[src/rtl/charge_slot_scheduler.sv]
// Charge slot scheduler: shares MAX_ACTIVE charging slots among NUM_PORTS
// phone ports. Paid time is queued per port, slots are granted round-robin,
// and charging ports count their time down once per second.
module charge_slot_scheduler #(
  parameter int unsigned NUM_PORTS  = 4,
  parameter int unsigned MAX_ACTIVE = 2,
  parameter int unsigned TICK_DIV   = 50000000,
  parameter int unsigned MAX_TIME   = 40,
  parameter int unsigned TIME_W     = 6
) (
  input  logic                        clk,
  input  logic                        rst_n,
  input  logic                        load_valid,
  input  logic [1:0]                  load_port,
  input  logic [TIME_W-1:0]           load_time,
  input  logic                        cancel_valid,
  input  logic [1:0]                  cancel_port,
  output logic [NUM_PORTS-1:0]        charge_en,
  output logic [NUM_PORTS-1:0]        waiting,
  output logic [NUM_PORTS*TIME_W-1:0] port_time,
  output logic                        tick
);

  localparam int unsigned CNT_W = (TICK_DIV > 1) ? $clog2(TICK_DIV) : 1;
  localparam int unsigned ACT_W = $clog2(NUM_PORTS + 1);
  localparam logic [TIME_W:0] MAX_T = (TIME_W+1)'(MAX_TIME);

  typedef enum logic [1:0] {
    IDLE,
    WAIT,
    CHARGE
  } port_state_t;

  port_state_t       state    [NUM_PORTS];
  port_state_t       state_nx [NUM_PORTS];
  logic [TIME_W-1:0] ptime    [NUM_PORTS];
  logic [TIME_W-1:0] ptime_nx [NUM_PORTS];

  logic [CNT_W-1:0]  tick_cnt;
  logic [1:0]        rr_ptr;
  logic [1:0]        rr_nx;
  logic [ACT_W-1:0]  active;
  logic              grant_hit;
  logic [1:0]        grant_idx;
  logic [2:0]        scan;
  logic [2:0]        rr_sum;
  logic [TIME_W:0]   sum;

  // Once-per-second strobe decoded from the free-running divider
  assign tick = (tick_cnt == CNT_W'(TICK_DIV - 1));

  // Free-running second divider
  always_ff @(posedge clk or posedge rst_n) begin
    if (rst_n) begin
      tick_cnt <= '0;
    end else if (tick) begin
      tick_cnt <= '0;
    end else begin
      tick_cnt <= tick_cnt + CNT_W'(1);
    end
  end

  // Number of slots currently held, from registered port states
  always_comb begin
    active = '0;
    for (int unsigned i = 0; i < NUM_PORTS; i++) begin
      if (state[i] == CHARGE) active = active + ACT_W'(1);
    end
  end

  // Round-robin pick of the first grantable WAIT port from rr_ptr upward
  always_comb begin
    grant_hit = 1'b0;
    grant_idx = '0;
    scan      = '0;
    rr_sum    = '0;
    if (active < ACT_W'(MAX_ACTIVE)) begin
      for (int unsigned k = 0; k < NUM_PORTS; k++) begin
        scan = {1'b0, rr_ptr} + 3'(k);
        if (scan >= 3'(NUM_PORTS)) scan = scan - 3'(NUM_PORTS);
        if (!grant_hit && state[scan[1:0]] == WAIT &&
            !(cancel_valid && cancel_port == scan[1:0])) begin
          grant_hit = 1'b1;
          grant_idx = scan[1:0];
        end
      end
    end
    rr_nx = rr_ptr;
    if (grant_hit) begin
      rr_sum = {1'b0, grant_idx} + 3'd1;
      if (rr_sum >= 3'(NUM_PORTS)) rr_sum = rr_sum - 3'(NUM_PORTS);
      rr_nx = rr_sum[1:0];
    end
  end

  // Per-port next state/time: cancel beats load beats tick; a grant then
  // promotes the chosen WAIT port (a top-up in the same cycle keeps its time)
  always_comb begin
    sum = '0;
    for (int unsigned i = 0; i < NUM_PORTS; i++) begin
      state_nx[i] = state[i];
      ptime_nx[i] = ptime[i];
      if (cancel_valid && cancel_port == 2'(i)) begin
        state_nx[i] = IDLE;
        ptime_nx[i] = '0;
      end else if (load_valid && load_port == 2'(i)) begin
        sum = {1'b0, ptime[i]} + {1'b0, load_time};
        if (tick && state[i] == CHARGE && sum != '0) sum = sum - (TIME_W+1)'(1);
        if (sum > MAX_T) sum = MAX_T;
        ptime_nx[i] = sum[TIME_W-1:0];
        if (state[i] == IDLE && load_time != '0) state_nx[i] = WAIT;
      end else if (tick && state[i] == CHARGE) begin
        if (ptime[i] <= TIME_W'(1)) begin
          state_nx[i] = IDLE;
          ptime_nx[i] = '0;
        end else begin
          ptime_nx[i] = ptime[i] - TIME_W'(1);
        end
      end
      if (grant_hit && grant_idx == 2'(i)) state_nx[i] = CHARGE;
    end
  end

  // Port FSMs, round-robin pointer and registered outputs
  always_ff @(posedge clk or posedge rst_n) begin
    if (rst_n) begin
      rr_ptr    <= '0;
      charge_en <= '0;
      waiting   <= '0;
      port_time <= '0;
      for (int unsigned i = 0; i < NUM_PORTS; i++) begin
        state[i] <= IDLE;
        ptime[i] <= '0;
      end
    end else begin
      rr_ptr <= rr_nx;
      for (int unsigned i = 0; i < NUM_PORTS; i++) begin
        state[i]                         <= state_nx[i];
        ptime[i]                         <= ptime_nx[i];
        charge_en[i]                     <= (state_nx[i] == CHARGE);
        waiting[i]                       <= (state_nx[i] == WAIT);
        port_time[i*TIME_W +: TIME_W]    <= ptime_nx[i];
      end
    end
  end

endmodule
[config.mk]
export PLATFORM = sky130hd
export DESIGN_NAME = charge_slot_scheduler
export DESIGN_NICKNAME = d
export VERILOG_FILES = /design/src/rtl/charge_slot_scheduler.sv
export SDC_FILE = /design/constraint.sdc
export NUM_CORES = 1
export LEC_CHECK = 0
export ABC_AREA = 1
export CAP_MARGIN = 20
export CORE_MARGIN = 3
export CORE_UTILIZATION = 52
export DETAILED_ROUTE_END_ITERATION = 10
export GPL_ROUTABILITY_DRIVEN = 0
export PLACE_DENSITY = 0.72
export SLEW_MARGIN = 30
export SYNTH_ARGS = -nofsm -noshare
export SYNTH_HDL_FRONTEND = slang
export SYNTH_SLANG_ARGS = --single-unit
export TNS_END_PERCENT = 50
[constraint.sdc]
create_clock -name clk -period 3 [get_ports clk]
set_clock_uncertainty 0.2 [all_clocks]
set_input_delay 0.6 -clock clk [delete_from_list [all_inputs] [get_ports clk]]
set_output_delay 0.6 -clock clk [all_outputs]
set_load 0.005 [all_outputs]
* After elaboration in Yosys (flattened, before gate mapping)
Index checks and enable logic that the tools add are counted.
** Word-level totals
- Memories kept :: 0
- Bits in latches :: 0
- Output and inout port bits :: 33
- Word-level logic and storage cells :: 239
- Memory bits (read-only) :: 0
- Memory bits (writable) :: 0
- Register bits after elaboration :: 92
** Cells by class
- Order comparisons :: 18
- Multiply operators :: 0
- Mux-type cells :: 95
- Reductions and logical operators :: 54
- Equal/unequal tests :: 30
- Bitwise gates (word level) :: 4
- $add $sub $neg :: 25
- Shifts and indexed selects :: 0
- Divide/modulo/power cells :: 0
** Operators with widths (count)
- 6-bit 2-to-1 mux :: 20
- 2-bit 2-to-1 mux :: 46
- 7-bit 2-to-1 mux :: 12
- 1-bit logical AND :: 35
- 6-bit by 6-bit adder with 7-bit output :: 4
- 2-bit equality test, second input constant :: 14
- 7-bit by 6-bit > comparator with 1-bit output, second input constant :: 4
- 7-bit nonzero test :: 4
- 7-bit by 1-bit subtractor with 7-bit output, second input constant :: 4
- 26-bit by 1-bit adder with 26-bit output, second input constant :: 1
- 26-bit equality test, second input constant :: 1
- 26-bit 2-to-1 mux :: 1
- 3-bit >= comparator, second input constant :: 8
- 6-bit by 1-bit <= comparator with 1-bit output, second input constant :: 4
- 6-bit by 1-bit subtractor with 6-bit output, second input constant :: 4
- 2-bit by 1-bit equality test with 1-bit output, second input constant :: 11
- 2-bit binary-select mux with 2-bit select :: 4
- 2-bit zero test :: 7
- 2-bit inverter with 3-bit output :: 4
- 2-bit by 1-bit subtractor with 2-bit output, second input constant :: 5
- 3-bit by 1-bit adder with 3-bit output, second input constant :: 3
- 1-bit 2-to-1 mux :: 9
- 3-bit 2-to-1 mux :: 3
- 2-bit equality test :: 4
- 6 further kinds :: 14

* Depth between registers and ports, before layout
Gate-level depths: netlist (run 1).
- Depth in word-level cells :: 37
- Depth in mapped cells :: 21
- Mapped depth without buffers :: 21

* Worst setup path before layout (run 1)
Ideal clock, no wire load.
- Path kind :: input-to-reg
- From :: input port load_time[0]
- To :: register port_time[23]
- Stages :: 16
- Path slack :: 0.062 ns
- Data arrival time :: 2.621 ns
- Setup time :: 0.117 ns
- Buffers on the path :: 0
- Path through :: ha_1 > fa_1 > xor2_1 > inv_1 > nand3_1 > nor2_1 > nand3_1 > nand3_2 > inv_2 > nand3b_1 > nand2_1 > o21bai_2 > nand2_2 > nand3_1 > nand2_1 > nand2_1
** Between the ends
- Cells in the longest elaborated chain, start to end :: 10
- Elaborated cells on any way between the ends :: 11
** Ends and longest elaborated chain
- start, declared :: line 15 : input logic [TIME_W-1:0] load_time,
- 6-bit by 6-bit adder with 7-bit output * :: line 107 : sum = {1'b0, ptime[i]} + {1'b0, load_time};
- branches (longest 2 deep; another with 7-bit by 1-bit subtractor with 7-bit output)
- 7-bit 2-to-1 mux * :: line 108 : if (tick && state[i] == CHARGE && sum != '0) sum = sum - (TIME_W+1)'(1);
- 7-bit 2-to-1 mux * :: line 106 : end else if (load_valid && load_port == 2'(i)) begin
- 7-bit 2-to-1 mux * :: line 103 : if (cancel_valid && cancel_port == 2'(i)) begin
- 7-bit by 6-bit > comparator with 1-bit output :: line 109 : if (sum > MAX_T) sum = MAX_T;
- 6-bit 2-to-1 mux * :: line 109
- 6-bit 2-to-1 mux * :: line 106
- 6-bit 2-to-1 mux * :: line 103
- end signal, assigned by index :: line 142 : port_time[i*TIME_W +: TIME_W] <= ptime_nx[i];
- end, declared :: line 20 : output logic [NUM_PORTS*TIME_W-1:0] port_time,
Mark *: on every way between the ends. The select of a mux whose other input is x is not followed.
A chain may end at the register's enable or synchronous reset.

* Worst setup path after layout (run 1)
- From :: input port load_time[0]
- To :: register ptime[10] (netlist bit)
** Between the ends
- Cells in the longest elaborated chain, start to end :: 10
- Elaborated cells on any way between the ends :: 11
** Ends and longest elaborated chain
- 6-bit by 6-bit adder with 7-bit output * :: line 107
- branches (longest 2 deep; another with 7-bit by 1-bit subtractor with 7-bit output)
- 7-bit 2-to-1 mux * :: line 108
- 7-bit 2-to-1 mux * :: line 106
- 7-bit 2-to-1 mux * :: line 103
- 7-bit by 6-bit > comparator with 1-bit output :: line 109
- 6-bit 2-to-1 mux * :: line 109
- 6-bit 2-to-1 mux * :: line 106
- 6-bit 2-to-1 mux * :: line 103
- end signal, assigned by index :: line 139 : ptime[i] <= ptime_nx[i];
- end, declared :: line 36 : logic [TIME_W-1:0] ptime [NUM_PORTS];
Marks and branches as above.

==> results of run 1 <==
[worst max-delay path by stage]
stage | from | to | slack (ns)
final | load_time[0] | ptime[10]$_DFFE_PP0P_ | 0.1
after global routing | load_time[0] | ptime[10]$_DFFE_PP0P_ | -0.05
after CTS | load_time[2] | ptime[1]$_DFFE_PP0P_ | -0.03
after detailed placement | load_time[0] | ptime[10]$_DFFE_PP0P_ | -0.76
after global placement | load_time[0] | ptime[10]$_DFFE_PP0P_ | -0.73
after floorplan | load_time[0] | port_time[23]$_DFFE_PP0P_ | 0.06
[registers in the layout, indices dropped and copies added (netlist names)]
name,count
rr_ptr,2
charge_en,4
tick_cnt,26
state,8
waiting,4
ptime,20
port_time,4
[cell families after synthesis]
group                    count (synthesis)  synth area share (%)
XOR/XNOR                                33                  4.15
AO/OA/AOI/OAI                          103                  8.92
flip-flops                              68                  24.4
AND/OR/NAND/NOR                        663                  43.0
adder cells (fa/ha/maj)                 52                  9.77
multiplexers                             1                 0.144
buffers and inverters                  176                  9.62
[synth_stat cells, types with 4 or more instances]
master | number | share of area, %
nand2_1 | 357 | 19
inv_1 | 154 | 8.3
nor2_1 | 102 | 5.5
nand3_1 | 99 | 7.1
dfrtp_1 | 68 | 24
ha_1 | 48 | 8.6
a21oi_1 | 36 | 2.6
o21ai_0 | 33 | 2.4
nand4_1 | 28 | 2.5
xor2_1 | 24 | 3.0
nor3_1 | 21 | 1.5
inv_2 | 18 | 0.97
nand2_2 | 10 | 0.90
xnor2_1 | 9 | 1.1
a31oi_1 | 7 | 0.63
or2_2 | 7 | 0.63
nor2_2 | 6 | 0.54
nand3_2 | 5 | 0.72
fa_1 | 4 | 1.1
nor3_2 | 4 | 0.57
o211a_1 | 4 | 0.57
[worst max-delay path, cell delays in order]
cell and delay (ns):
buf_6 0.09, buf_12 0.13, ha_4 0.17, fa_2 0.58, inv_2 0.06, buf_4 0.14, ha_4 0.16, buf_4 0.15
xor2_2 0.23, nand2_4 0.08, nand3_1 0.08, nor2_1 0.04, nand2_1 0.07, nand2_2 0.09, nand2_1 0.09, nand2_1 0.05
nand2_1 0.05, nand2_1 0.06
[timing repair]
| action | in CTS | in global routing |
|---|---|---|
| gates resized for setup | 66 | 104 |
| cloned | 0 | 0 |
| buffers inserted | 14 | 7 |
| endpoints found under the setup margin | 28 | 42 |
| pin swaps | 28 | 55 |
[metal layers]
| layer | global-route usage [%] | wire length [um] | vias to the layer above |
|---|---|---|---|
| met5 | 0 | 0 | - |
| met4 | 9.73 | 662 | 0 |
| met3 | 3.48 | 1170 | 55 |
| met2 | 45.9 | 9880 | 263 |
| met1 | 36.9 | 9020 | 3547 |
| li1 | - | - | 3956 |
[power by group]
| part | leakage (nW) | total, W | switching (W) | internal, W |
|---|---|---|---|---|
| Sequential | 0.886 | 0.00145 | 0.000299 | 0.00115 |
| Combinational | 3.98 | 0.00719 | 0.00385 | 0.00335 |
| Clock | 0.156 | 0.00117 | 0.000437 | 0.000732 |
| Total | 5.02 | 0.00982 | 0.00458 | 0.00523 |
[stage by stage]
step / hold WS [ns] / TNS (ns) / instance area, sq um / util [%] / std cells
after floorplan: 0.247 / 0 / 6970 / - / 1096
after global placement: 0.271 / -17.01 / 8620 / 66.9 / 1443
after detailed placement: 0.270 / -18.30 / 8620 / 66.9 / 1443
after CTS: 0.278 / -0.247 / 9310 / 72.3 / 1473
after global routing: 0.316 / -0.402 / 9690 / 75.3 / 1479
final: 0.279 / 0 / 9690 / 75.3 / 1479
[area by class of cell]
cell class / count / area, sq um / share of cell area [%]
inverter: 174 / 663 / 6.84
clock buffer: 9 / 225 / 2.32
timing repair buffer: 197 / 1620 / 16.8
multi-input combinational: 852 / 5160 / 53.3
sequential: 68 / 1700 / 17.6
tap: 172 / 215 / 2.22
clock inverter: 7 / 98.8 / 1.02
==> qor.yml, run 1 <==
status:
  status: "finished, final reports clean"
drt:
  ant_nets: 0
  drt_iter0_drc: 625
  vias: 7821
  wire_per_inst_um: 14.0
  via_per_inst: 5.29
  first_pass_iters: 5
  drt-total-wl_um: 20700
  drc_errors: 0
die:
  io_pins: 47
  die_width_um: 122
  die_h_um: 122
  core_sq_um: 12900
  initial_core_util_pct: 54.1
  dieArea_sq_um: 14800
  num_rows: 41
cells_and_area:
  final_net_count: 1368
  n_antenna_cell: 0
  layout_common_cells: "nand2_1, buf_4, inv_1"
  drive_above_1_share_pct: 27.2
  final_common_cell: "nand2_1"
  areaGrowthSynthToFinish_pct: 39.1
  n_fill_cell: 1011
placed_design:
  dp_hpwl_um: 15000
  port_buffers: 46
  dp_slack_ns: -0.758
logic_synthesis:
  synth_cells: 1096
  syn_avg_cell_area_sq_um: 6.36
  synth_area_sq_um: 6970
  synth_edf_count: 0
  synth_seq_area_share_pct: 24.4
  yosys_warnings: 0
  ys.flop_type: "dfrtp_1"
  async_reset_ff_share_pct: 100
  ys_seq_elements: 68
  synthDistinctLibCells: 55
  synth_nets: 1162
min_path:
  worstHoldStart: "tick_cnt[0]$_DFF_PP0_"
  min_path_type: "register to register"
  hold_end: "tick_cnt[0]$_DFF_PP0_"
  min_path_cells: 1
critical_path:
  crit_type: "primary input to register"
  reg2reg_slack_ns: 0.11
  ff2ff_path_depth: 13
  required_ns: 3.03
  r2r_start: "state[6]$_DFF_PP0_"
  cp.arrival_ns: 2.93
  startpoint_type: "primary input"
  reg2reg_to: "waiting[0]$_DFF_PP0_"
  crit_fanout: 5
  crit_path_end_kind: "register"
clocking:
  cts_tree: "built"
  clk_path_buf_depth: 2
  root_buffer: "clkbuf_16"
  cts_hold_buf: 0
  htreeDepth: 3
  worstSkewPairLatency_ns: 0.34
  cts_sinks: 68
  clk_pin_slew_ns: 0.06
  cts_buffers: 9
timing:
  worst_slew_pin_slew_ns: 0.601
  fmax_mhz: 345
  final_hold_viol_count: 0
  setup_ws_ns: 0.0987
  final.min_clock_period_ns: 2.90
  relSlewSlack_pct: 59.9
  fin_crit_sh_pct: 96.7
  setup_viol: 0
  drv_slew: 0
flow_run:
  maxCapViolCount: 0
pwr:
  powerDensity_nw_per_um2: 1010
  total_power_w: 0.00982
  ir_drop_uv: 527
  p_leak_nw: 5.02
grt:
  grt_pass1_wl_um: 33400
  grt_max_degree: 48
  grtUsageTotal_pct: 27.5
  antenna_found_initial: 0
  grt_overflow_total: 0
  grt_pass1_vias: 7146
Note: power is estimated with default switching activity, not from simulation.
==> run 2: changes to the inputs <==
Settings changed: PLACE_DENSITY 0.72 to 0.74, SLEW_MARGIN 30 to 20.
==> run 2 against run 1 <==
  * Critical path depth shrank 2
  * Hold slack gained 0.0051 ns
  * Fmax shrank 1.2%
  * Global-route usage shrank 0.38 points
  * First-iteration DRC count grew 9.8%
  * Sequential power is essentially flat
  * Power shrank 1.6%
  * Clock power shrank 9%
  * Highest routed layer unchanged
==> qor.yml, run 2 (synthesized netlist as in run 1, its figures left out) <==
drt:
  first_pass_iters: 5
  drt_iter0_drc: 686
  wl_met3_um: 953
  wl_met1_um: 9220
  vias: 7846
  wire_per_inst_um: 13.9
  top_layer: "met4"
  drc_errors: 0
  ant_nets: 0
  wl_met2_um: 9920
  drt-total-wl_um: 20600
  via_per_inst: 5.29
clocking:
  cts_hold_buf: 0
  clk_pin_slew_ns: 0.06
  cts_tree: "built"
  clk_path_buf_depth: 2
  cts_buffers: 9
  cts_sinks: 68
  worstSkewPairLatency_ns: 0.34
  htreeDepth: 3
  root_buffer: "clkbuf_16"
grt:
  grt_pass1_wl_um: 33100
  grt_max_degree: 47
  grt_pass1_vias: 7273
  grt_overflow_total: 0
  grtUsageTotal_pct: 27.2
  antenna_found_initial: 0
die:
  die_width_um: 122
  die_h_um: 122
  dieArea_sq_um: 14800
  io_pins: 47
  initial_core_util_pct: 54.1
  num_rows: 41
  core_sq_um: 12900
cells_and_area:
  n_antenna_cell: 0
  areaGrowthSynthToFinish_pct: 39.5
  post-route-util_pct: 75.5
  reg.largest.list: "tick_cnt (26), ptime (20), state (8)"
  regArea_sq_um: 1700
  final_net_count: 1372
  layout_common_cells: "nand2_1, buf_4, inv_1"
  multi_input_area_sq_um: 5150
  final_common_cell: "nand2_1"
  largest_reg_flops: 26
  drive_above_1_share_pct: 27.3
  top_register: "tick_cnt"
  n_fill_cell: 963
pwr:
  p_int_w: 0.00516
  powerDensity_nw_per_um2: 993
  p_leak_nw: 5.04
  switchingPower_w: 0.00450
  combPwrFrac_pct: 73.9
  clkPwrFrac_pct: 11.0
  total_power_w: 0.00965
  power_switching_share_pct: 46.6
  ir_drop_uv: 559
  pwr-share-seq_pct: 15.1
critical_path:
  startpoint_type: "register"
  crit_type: "register to register"
  worst-path-buf-inv: 4
  crit_fanout: 3
  worst_path_most_repeated_cell: "buf_4"
  cp_slowest_cell: "fa_2"
  cp.arrival_ns: 2.97
  required_ns: 3.03
  critPathMaxStageDelay_ns: 0.43
  crit_path_end_kind: "register"
  path_cells: "ha_4 -> fa_2 -> xor2_2 -> inv_2 -> nand3_4 -> nor2_2 -> nand4_1 -> buf_4 -> nand3_1 -> nand2_2 -> buf_4 -> buf_4 -> nor2_1 -> nand2_2 -> nand3_1 -> nand2_1"
  crit_family: "simple AND/OR/NAND/NOR gates"
  reg2reg_slack_ns: 0.06
placed_design:
  dp_hpwl_um: 15100
  port_buffers: 46
timing:
  final_hold_viol_count: 0
  rsz0062_at_grt: "true"
  setup_viol: 0
  drv_slew: 0
  fmax_mhz: 340
  relSlewSlack_pct: 60.5
  fin_setup_tns_ns: 0
  fin_crit_sh_pct: 97.9
  worst_slew_pin_slew_ns: 0.584
  final.min_clock_period_ns: 2.94
status:
  status: "finished, final reports clean"
min_path:
  min_path_type: "register to register"
flow_run:
  maxCapViolCount: 0
run 2: worst paths after layout:
path / endpoint / cells past startpoint / startpoint
worst max-delay path: ptime[3]$_DFFE_PP0P_ / 16 / ptime[0]$_DFFE_PP0P_
worst min-delay path: tick_cnt[0]$_DFF_PP0_ / 1 / tick_cnt[0]$_DFF_PP0_
worst max register to register: ptime[3]$_DFFE_PP0P_ / 16 / ptime[0]$_DFFE_PP0P_
worst min register to register: tick_cnt[0]$_DFF_PP0_ / 1 / tick_cnt[0]$_DFF_PP0_
max in group asynchronous: charge_en[3]$_DFF_PP0_ / 3 / rst_n
min in group asynchronous: port_time[5]$_DFFE_PP0P_ / 2 / rst_n
run 2: area by class of cell:
cell class / instances / area share, %
Clock inverter: 4 / 0.515
Clock buffer: 11 / 2.50
Sequential cell: 68 / 17.5
Multi-Input combinational cell: 852 / 53.0
Inverter: 174 / 6.82
Timing Repair Buffer: 201 / 17.4
Tap cell: 172 / 2.21
run 2: worst reg2reg max path: cells and delay by family (launching register included):
| family | cells | cell delay [ns] |
|---|---|---|
| DFF | 1 | 0.42 |
| and+or+nand+nor | 9 | 0.87 |
| xor gates and xnor gates | 1 | 0.18 |
| adders and majority gates | 2 | 0.63 |
| buffers and inverters | 4 | 0.54 |
run 2: stage by stage:
stage | setup slack [ns] | cells | cell area (sq um) | hold WS [ns]
floorplan | 0.0620 | 1096 | 6970 | 0.247
global placement | -0.774 | 1445 | 8660 | 0.271
detailed placement | -0.836 | 1445 | 8660 | 0.277
CTS | -0.000247 | 1470 | 9290 | 0.287
global route | -0.0951 | 1482 | 9720 | 0.305
finish | 0.0620 | 1482 | 9720 | 0.284
run 2: per-layer routing:
| layer | track usage (%) | up-vias |
|---|---|---|
| li1 | - | 3958 |
| met1 | 36.8 | 3632 |
| met2 | 46.2 | 219 |
| met5 | 0 | - |
| met3 | 2.27 | 37 |
| met4 | 8.47 | 0 |
run 2: power by group through the flow:
stage | Sequential, W | Clock, W | Combinational (W)
after detailed placement | 0.00142 | 0 | 0.00615
after global placement | 0.00142 | 0 | 0.00604
after CTS | 0.00143 | 0.00107 | 0.00645
after global routing | 0.00148 | 0.00112 | 0.00792
final | 0.00145 | 0.00107 | 0.00713
after floorplan | 0.00140 | 0 | 0.00366
run 2: repair_timing:
action                                  4_1_cts  5_1_grt
pin swaps                                    23       47
gates resized for setup                      57      102
endpoints found under the setup margin       32       42
buffers inserted                              9       12
cloned                                        1        0
